$ cat src/rtl/trace_pkg.sv
// Shared record layout and kind encoding for the commit trace path.
// Latency: n/a (types and a pure classification function only).
// Backpressure: n/a.
package trace_pkg;

  // Kind of retired instruction carried in each trace record.
  typedef enum logic [1:0] {
    KIND_NONE  = 2'd0,
    KIND_REG   = 2'd1,
    KIND_STORE = 2'd2,
    KIND_HALT  = 2'd3
  } kind_e;

  // One trace record: kind 2 + pc 32 + inst 32 + addr 32 + data 32.
  typedef struct packed {
    kind_e       kind;
    logic [31:0] pc;
    logic [31:0] inst;
    logic [31:0] addr;
    logic [31:0] data;
  } trace_rec_t;

  localparam int REC_W = $bits(trace_rec_t);

  // HALT wins over STORE, STORE over REG; a write to x0 is not a register update.
  function automatic kind_e classify(input logic halt, input logic dmem_we,
                                     input logic reg_we, input logic [4:0] reg_wa);
    if (halt)                        return KIND_HALT;
    else if (dmem_we)                return KIND_STORE;
    else if (reg_we && reg_wa != '0) return KIND_REG;
    else                             return KIND_NONE;
  endfunction

endpackage

$ cat src/rtl/trace_fifo.sv
// Circular-buffer FIFO holding trace records between capture and drain.
// Latency: a record pushed at edge N is visible at the head after edge N.
// Backpressure: out_vld/out_rdy drain; a push when full is accepted only alongside a pop.
module trace_fifo #(
  parameter int WIDTH = 130,
  parameter int DEPTH = 8
) (
  input  logic                       clk,
  input  logic                       rst,
  input  logic                       push_vld,
  input  logic [WIDTH-1:0]           push_dat,
  output logic                       push_acc,
  output logic                       out_vld,
  input  logic                       out_rdy,
  output logic [WIDTH-1:0]           out_dat,
  output logic                       full,
  output logic [$clog2(DEPTH):0]     count,
  output logic [$clog2(DEPTH):0]     count_nxt
);

  localparam int AW = $clog2(DEPTH);
  localparam int CW = AW + 1;

  logic [AW-1:0]    wr_ptr_q, wr_ptr_d;
  logic [AW-1:0]    rd_ptr_q, rd_ptr_d;
  logic [CW-1:0]    count_q, count_d;
  logic [WIDTH-1:0] mem [DEPTH];
  logic             pop;

  // Handshake decode and next pointer/occupancy; pointers wrap naturally at DEPTH.
  always_comb begin
    full     = (count_q == CW'(DEPTH));
    out_vld  = (count_q != '0);
    pop      = out_vld && out_rdy;
    push_acc = push_vld && (!full || pop);
    wr_ptr_d = wr_ptr_q;
    rd_ptr_d = rd_ptr_q;
    count_d  = count_q;
    if (push_acc) wr_ptr_d = wr_ptr_q + AW'(1);
    if (pop)      rd_ptr_d = rd_ptr_q + AW'(1);
    case ({push_acc, pop})
      2'b10:   count_d = count_q + CW'(1);
      2'b01:   count_d = count_q - CW'(1);
      default: count_d = count_q;
    endcase
  end

  // Pointer and occupancy registers; reset discards any queued records.
  always_ff @(posedge clk) begin
    if (rst) begin
      wr_ptr_q <= '0;
      rd_ptr_q <= '0;
      count_q  <= '0;
    end else begin
      wr_ptr_q <= wr_ptr_d;
      rd_ptr_q <= rd_ptr_d;
      count_q  <= count_d;
    end
  end

  // Record storage; contents are meaningless while the FIFO is empty.
  always_ff @(posedge clk) begin
    if (push_acc) mem[wr_ptr_q] <= push_dat;
  end

  assign out_dat   = mem[rd_ptr_q];
  assign count     = count_q;
  assign count_nxt = count_d;

endmodule

$ cat src/rtl/commit_tracer.sv
// Captures retired-instruction records, classifies them and queues them for drain.
// Latency: a capture at edge N is presented on trace_* after edge N when the queue was empty.
// Backpressure: trace_valid/trace_ready drain; cpu_hold asks the core to stall near full, overflow drops are sticky.
module commit_tracer
  import trace_pkg::*;
#(
  parameter int DEPTH = 8
) (
  input  logic        clk,
  input  logic        rst,
  input  logic        global_en,
  input  logic        commit,
  input  logic [31:0] commit_pc,
  input  logic [31:0] commit_inst,
  input  logic        commit_halt,
  input  logic        commit_reg_we,
  input  logic [4:0]  commit_reg_wa,
  input  logic [31:0] commit_reg_wd,
  input  logic        commit_dmem_we,
  input  logic [31:0] commit_dmem_wa,
  input  logic [31:0] commit_dmem_wd,
  output logic        trace_valid,
  input  logic        trace_ready,
  output logic [31:0] trace_pc,
  output logic [31:0] trace_inst,
  output logic [1:0]  trace_kind,
  output logic [31:0] trace_addr,
  output logic [31:0] trace_data,
  output logic        cpu_hold,
  output logic [31:0] inst_count,
  output logic [31:0] cycle_count,
  output logic        halted,
  output logic        done,
  output logic        overflow
);

  localparam int CW = $clog2(DEPTH) + 1;

  logic        capture;
  trace_rec_t  rec;
  trace_rec_t  head;
  logic [REC_W-1:0] head_dat;
  logic        push_acc;
  logic        fifo_full;
  logic [CW-1:0] fifo_count, fifo_count_nxt;

  logic        halted_q, halted_d;
  logic        overflow_q, overflow_d;
  logic        cpu_hold_q, cpu_hold_d;
  logic [31:0] inst_count_q, inst_count_d;
  logic [31:0] cycle_count_q, cycle_count_d;

  // Build the record for this cycle's commit and compute next counter/status state.
  always_comb begin
    capture   = commit && global_en && !halted_q;
    rec       = '0;
    rec.kind  = classify(commit_halt, commit_dmem_we, commit_reg_we, commit_reg_wa);
    rec.pc    = commit_pc;
    rec.inst  = commit_inst;
    case (rec.kind)
      KIND_REG: begin
        rec.addr = {27'b0, commit_reg_wa};
        rec.data = commit_reg_wd;
      end
      KIND_STORE: begin
        rec.addr = commit_dmem_wa;
        rec.data = commit_dmem_wd;
      end
      default: begin
        rec.addr = '0;
        rec.data = '0;
      end
    endcase

    halted_d      = halted_q || (capture && rec.kind == KIND_HALT);
    overflow_d    = overflow_q || (capture && !push_acc);
    inst_count_d  = capture ? inst_count_q + 32'd1 : inst_count_q;
    cycle_count_d = (global_en && !halted_q) ? cycle_count_q + 32'd1 : cycle_count_q;
    cpu_hold_d    = (fifo_count_nxt >= CW'(DEPTH - 2));
  end

  // Status and counter registers; reset clears everything.
  always_ff @(posedge clk) begin
    if (rst) begin
      halted_q      <= 1'b0;
      overflow_q    <= 1'b0;
      cpu_hold_q    <= 1'b0;
      inst_count_q  <= '0;
      cycle_count_q <= '0;
    end else begin
      halted_q      <= halted_d;
      overflow_q    <= overflow_d;
      cpu_hold_q    <= cpu_hold_d;
      inst_count_q  <= inst_count_d;
      cycle_count_q <= cycle_count_d;
    end
  end

  trace_fifo #(
    .WIDTH (REC_W),
    .DEPTH (DEPTH)
  ) u_fifo (
    .clk       (clk),
    .rst       (rst),
    .push_vld  (capture),
    .push_dat  (rec),
    .push_acc  (push_acc),
    .out_vld   (trace_valid),
    .out_rdy   (trace_ready),
    .out_dat   (head_dat),
    .full      (fifo_full),
    .count     (fifo_count),
    .count_nxt (fifo_count_nxt)
  );

  assign head        = trace_rec_t'(head_dat);
  assign trace_kind  = head.kind;
  assign trace_pc    = head.pc;
  assign trace_inst  = head.inst;
  assign trace_addr  = head.addr;
  assign trace_data  = head.data;

  assign cpu_hold    = cpu_hold_q;
  assign inst_count  = inst_count_q;
  assign cycle_count = cycle_count_q;
  assign halted      = halted_q;
  assign overflow    = overflow_q || (fifo_full && 1'b0);
  assign done        = halted_q && (fifo_count == '0);

endmodule

$ cat config.mk
export PLATFORM = sky130hd
export DESIGN_NAME = commit_tracer
export DESIGN_NICKNAME = d
export VERILOG_FILES = /design/src/rtl/trace_pkg.sv /design/src/rtl/trace_fifo.sv /design/src/rtl/commit_tracer.sv
export SDC_FILE = /design/constraint.sdc
export NUM_CORES = 1
export LEC_CHECK = 0
export ABC_CLOCK_PERIOD_IN_PS = 22600
export CAP_MARGIN = 20
export CORE_ASPECT_RATIO = 1.75
export CORE_MARGIN = 3
export CORE_UTILIZATION = 40
export DETAILED_ROUTE_END_ITERATION = 8
export PLACE_DENSITY = 0.64
export SLEW_MARGIN = 20
export SYNTH_ARGS = -nofsm -noshare
export SYNTH_HDL_FRONTEND = slang
export SYNTH_SLANG_ARGS = --single-unit
export TNS_END_PERCENT = 1
$ cat constraint.sdc
create_clock -name clk -period 22.6 [get_ports clk]
set_input_delay 2.26 -clock clk [delete_from_list [all_inputs] [get_ports clk]]
set_output_delay 2.26 -clock clk [all_outputs]
set_load 0.1 [all_outputs]
==> impl_metrics.yaml <==
logic_synthesis:
  synth_top_cell_by_area: "edfxtp_1"
  synth_top_family_by_area: "multiplexers"
  syn_inst: 2020
  synth-xor-area-share: 0.01199
  synth_edf_count: 1040
  ys_seq_area_frac: 0.7616
  async_flop_share: 0
  yosysWarnings: 0
  synth.net_count: 2200
  synth-compound-area-share: 0.01277
  synthTopCellsByArea: "edfxtp_1 (72%), mux4_2 (14%), dfxtp_1 (3.7%)"
  synth-seq-cells: 1120
  yosysMostFrequentCell: "edfxtp_1"
  synth_area_um2: 43110
  ys_types: 45
  synthAdderAreaFrac: 0.002206
  netlist.area_leader.share: 0.7245
  yosys.area_share.simple: 0.03024
  synth_flop_cell: "edfxtp_1"
  syn_area_per_cell_um2: 21.34
  synthMuxAreaShare: 0.1700
  synth_common_cells: "edfxtp_1 (1040), mux4_2 (260), mux2_2 (130)"
cells_and_area:
  design_area_um2: 51550
  fillers: 8729
  nets: 2601
  seqCellArea_um2: 32840
  fin_util: 0.4847
  multiInputGateArea_um2: 9856
  drive_gt1_frac: 0.2344
  finalNonFillerCells: 3865
  area_delta_synth_final_pct: 19.59
placed_design:
  dpl_cell_area_um2: 48440
  dp_hpwl_mm: 54.86
  dp.cells: 3680
  io_buffers: 371
  dp_slack_ns: 15.62
  place.gp.congestion: 0.7805
clocking:
  postCtsSetupBuffers: 0
  clock-sinks: 1120
  clockRootBuffer: "clkbuf_16"
  cts.repair.resized: 0
  path_clk_slew_ns: 0.06
  htreeDepth: 3
  cts_tree: "built"
  cts_hold_buf: 0
  cts_buffers: 99
  clock_latency_ns: 0.70
  clockBufferDepth: 3
floorplan:
  die-area_um2: 111900
  start_util: 0.4053
  rows: 158
  io_pins: 372
  die_x_um: 254.2
  design.core.area_um2: 106400
  die_h_um: 440.3
routing:
  drc: 0
  vias_per_cell: 5.396
  routed_wl_mm: 97.40
  dr_total_vias: 20860
  drtIter0Drc: 1252
  dr.pass1.iters: 4
  ant_nets: 0
  wire_per_inst_um: 25.20
power_and_ir_drop:
  peakVddDrop_mv: 0.08850
  total_power_mw: 5.648
  power_density_nw_per_um2: 109.6
  power.leakage_nw: 15.94
setup_path:
  critPathCaptureType: "output port"
  path_class: "flop to output port"
  worstPathRequired_ns: 20.34
  crit_fanout: 47
  reg2reg_from: "halted"
  r2r_cells: 6
  setup.worst_path.start_class: "flop"
  critPathArrivalTime_ns: 5.16
grt:
  grt_pass1_wl_mm: 145.5
  grt_pass1_vias: 22700
  grt_use_total: 0.1765
  antenna_found_initial: 8
  grt_overflow: 0
  grt_max_degree: 131
timing:
  finalSetupTns_ns: 0
  relSlewSlack: 0.2527
  finClkSkew_ns: 0.02349
  final-max-slew-violation-count: 0
  period_needed_ns: 7.415
  hold_violations: 0
  hold_ws_ns: 0.4813
  tightestPinTransition_ns: 1.118
  clock.fmax_mhz: 134.9
  period_share: 0.3281
  layout_setup_ws_ns: 15.18
  rsz0062_at_grt: "false"
  setup_viol: 0
worst_hold_path:
  holdPathStages: 2
  hold_start: "overflow"
  min_path_type: "flop to flop"
flow_run:
  drv_cap: 0
run_status:
  outcome: "finished clean"
[logic make-up (layout without fill, tap and decap cells)]
logic type	count (synthesis)	in the layout
DFF	1120	1120
muxes	391	391
xor gates and xnor gates	59	59
AOI/OAI and AO/OA	76	76
and+or+nand+nor	248	248
buffers and inverters	119	599
other	0	5
adders and majority gates	7	7
[metal layers]
layer	global-route usage	up-vias	routed length, um
met2	0.3062	577	50300
met3	0.04262	117	6137
li1	-	9131	-
met1	0.2148	11030	38560
met5	0	-	40
met4	0.06249	6	2365
[area by class of cell]
type	count	area share
Antenna cell	5	0.0002427
Clock buffer	122	0.05114
Clock inverter	58	0.008786
Inverter	14	0.001019
Multi-Input combinational cell	781	0.1912
Sequential cell	1120	0.6370
Tap cell	1360	0.03301
Timing Repair Buffer	405	0.07759
[critical path, cell delays in order (launching register included)]
cell and delay, ns:
dfxtp_4 0.81, buf_4 0.84, buf_4 0.75, mux4_2 0.60
mux2_2 0.29, clkdlybuf4s50_1 0.98
[power by group]
group	switching (mW)	internal [mW]
Clock	0.737	0.888
Combinational	1.11	0.576
Sequential	0.0386	2.30
[flip-flops by register name, indices dropped and copies added, names as in the netlist, named ones only]
signal and flops:
u_fifo.count 4, halted 1, inst_count 32, cpu_hold 1
overflow 1, u_fifo.mem 1040, cycle_count 32, u_fifo.rd_ptr_q 3
u_fifo.wr_ptr_q 3
[layout by cell type, fill, tap and decap left out, types with 11 or more instances in the layout]
cell | synthesis | routed
inv_1 | 14 | 14
clkdlybuf4s50_1 | 0 | 370
nand3_1 | 19 | 19
and3_1 | 12 | 12
nand2_1 | 34 | 34
nor3_1 | 14 | 11
dfxtp_1 | 80 | 77
clkbuf_1 | 72 | 18
nand4_1 | 17 | 17
buf_4 | 1 | 29
clkbuf_16 | 0 | 101
nor2_1 | 74 | 72
clkinv_1 | 0 | 19
mux4_2 | 260 | 260
edfxtp_1 | 1040 | 1040
xor2_1 | 33 | 33
xnor2_1 | 26 | 26
a22o_1 | 37 | 37
a21oi_1 | 16 | 16
mux2_2 | 130 | 130
o21ai_0 | 12 | 12
clkinv_2 | 0 | 21
and2_1 | 33 | 33
[path summary, 6_finish.rpt]
kind         slack [ns]                 end
max               15.18        trace_pc[20]
min                0.48            overflow
max reg2reg       18.74  u_fifo.mem[6][116]
min reg2reg        0.48            overflow
(Power assumes the default switching activity.)
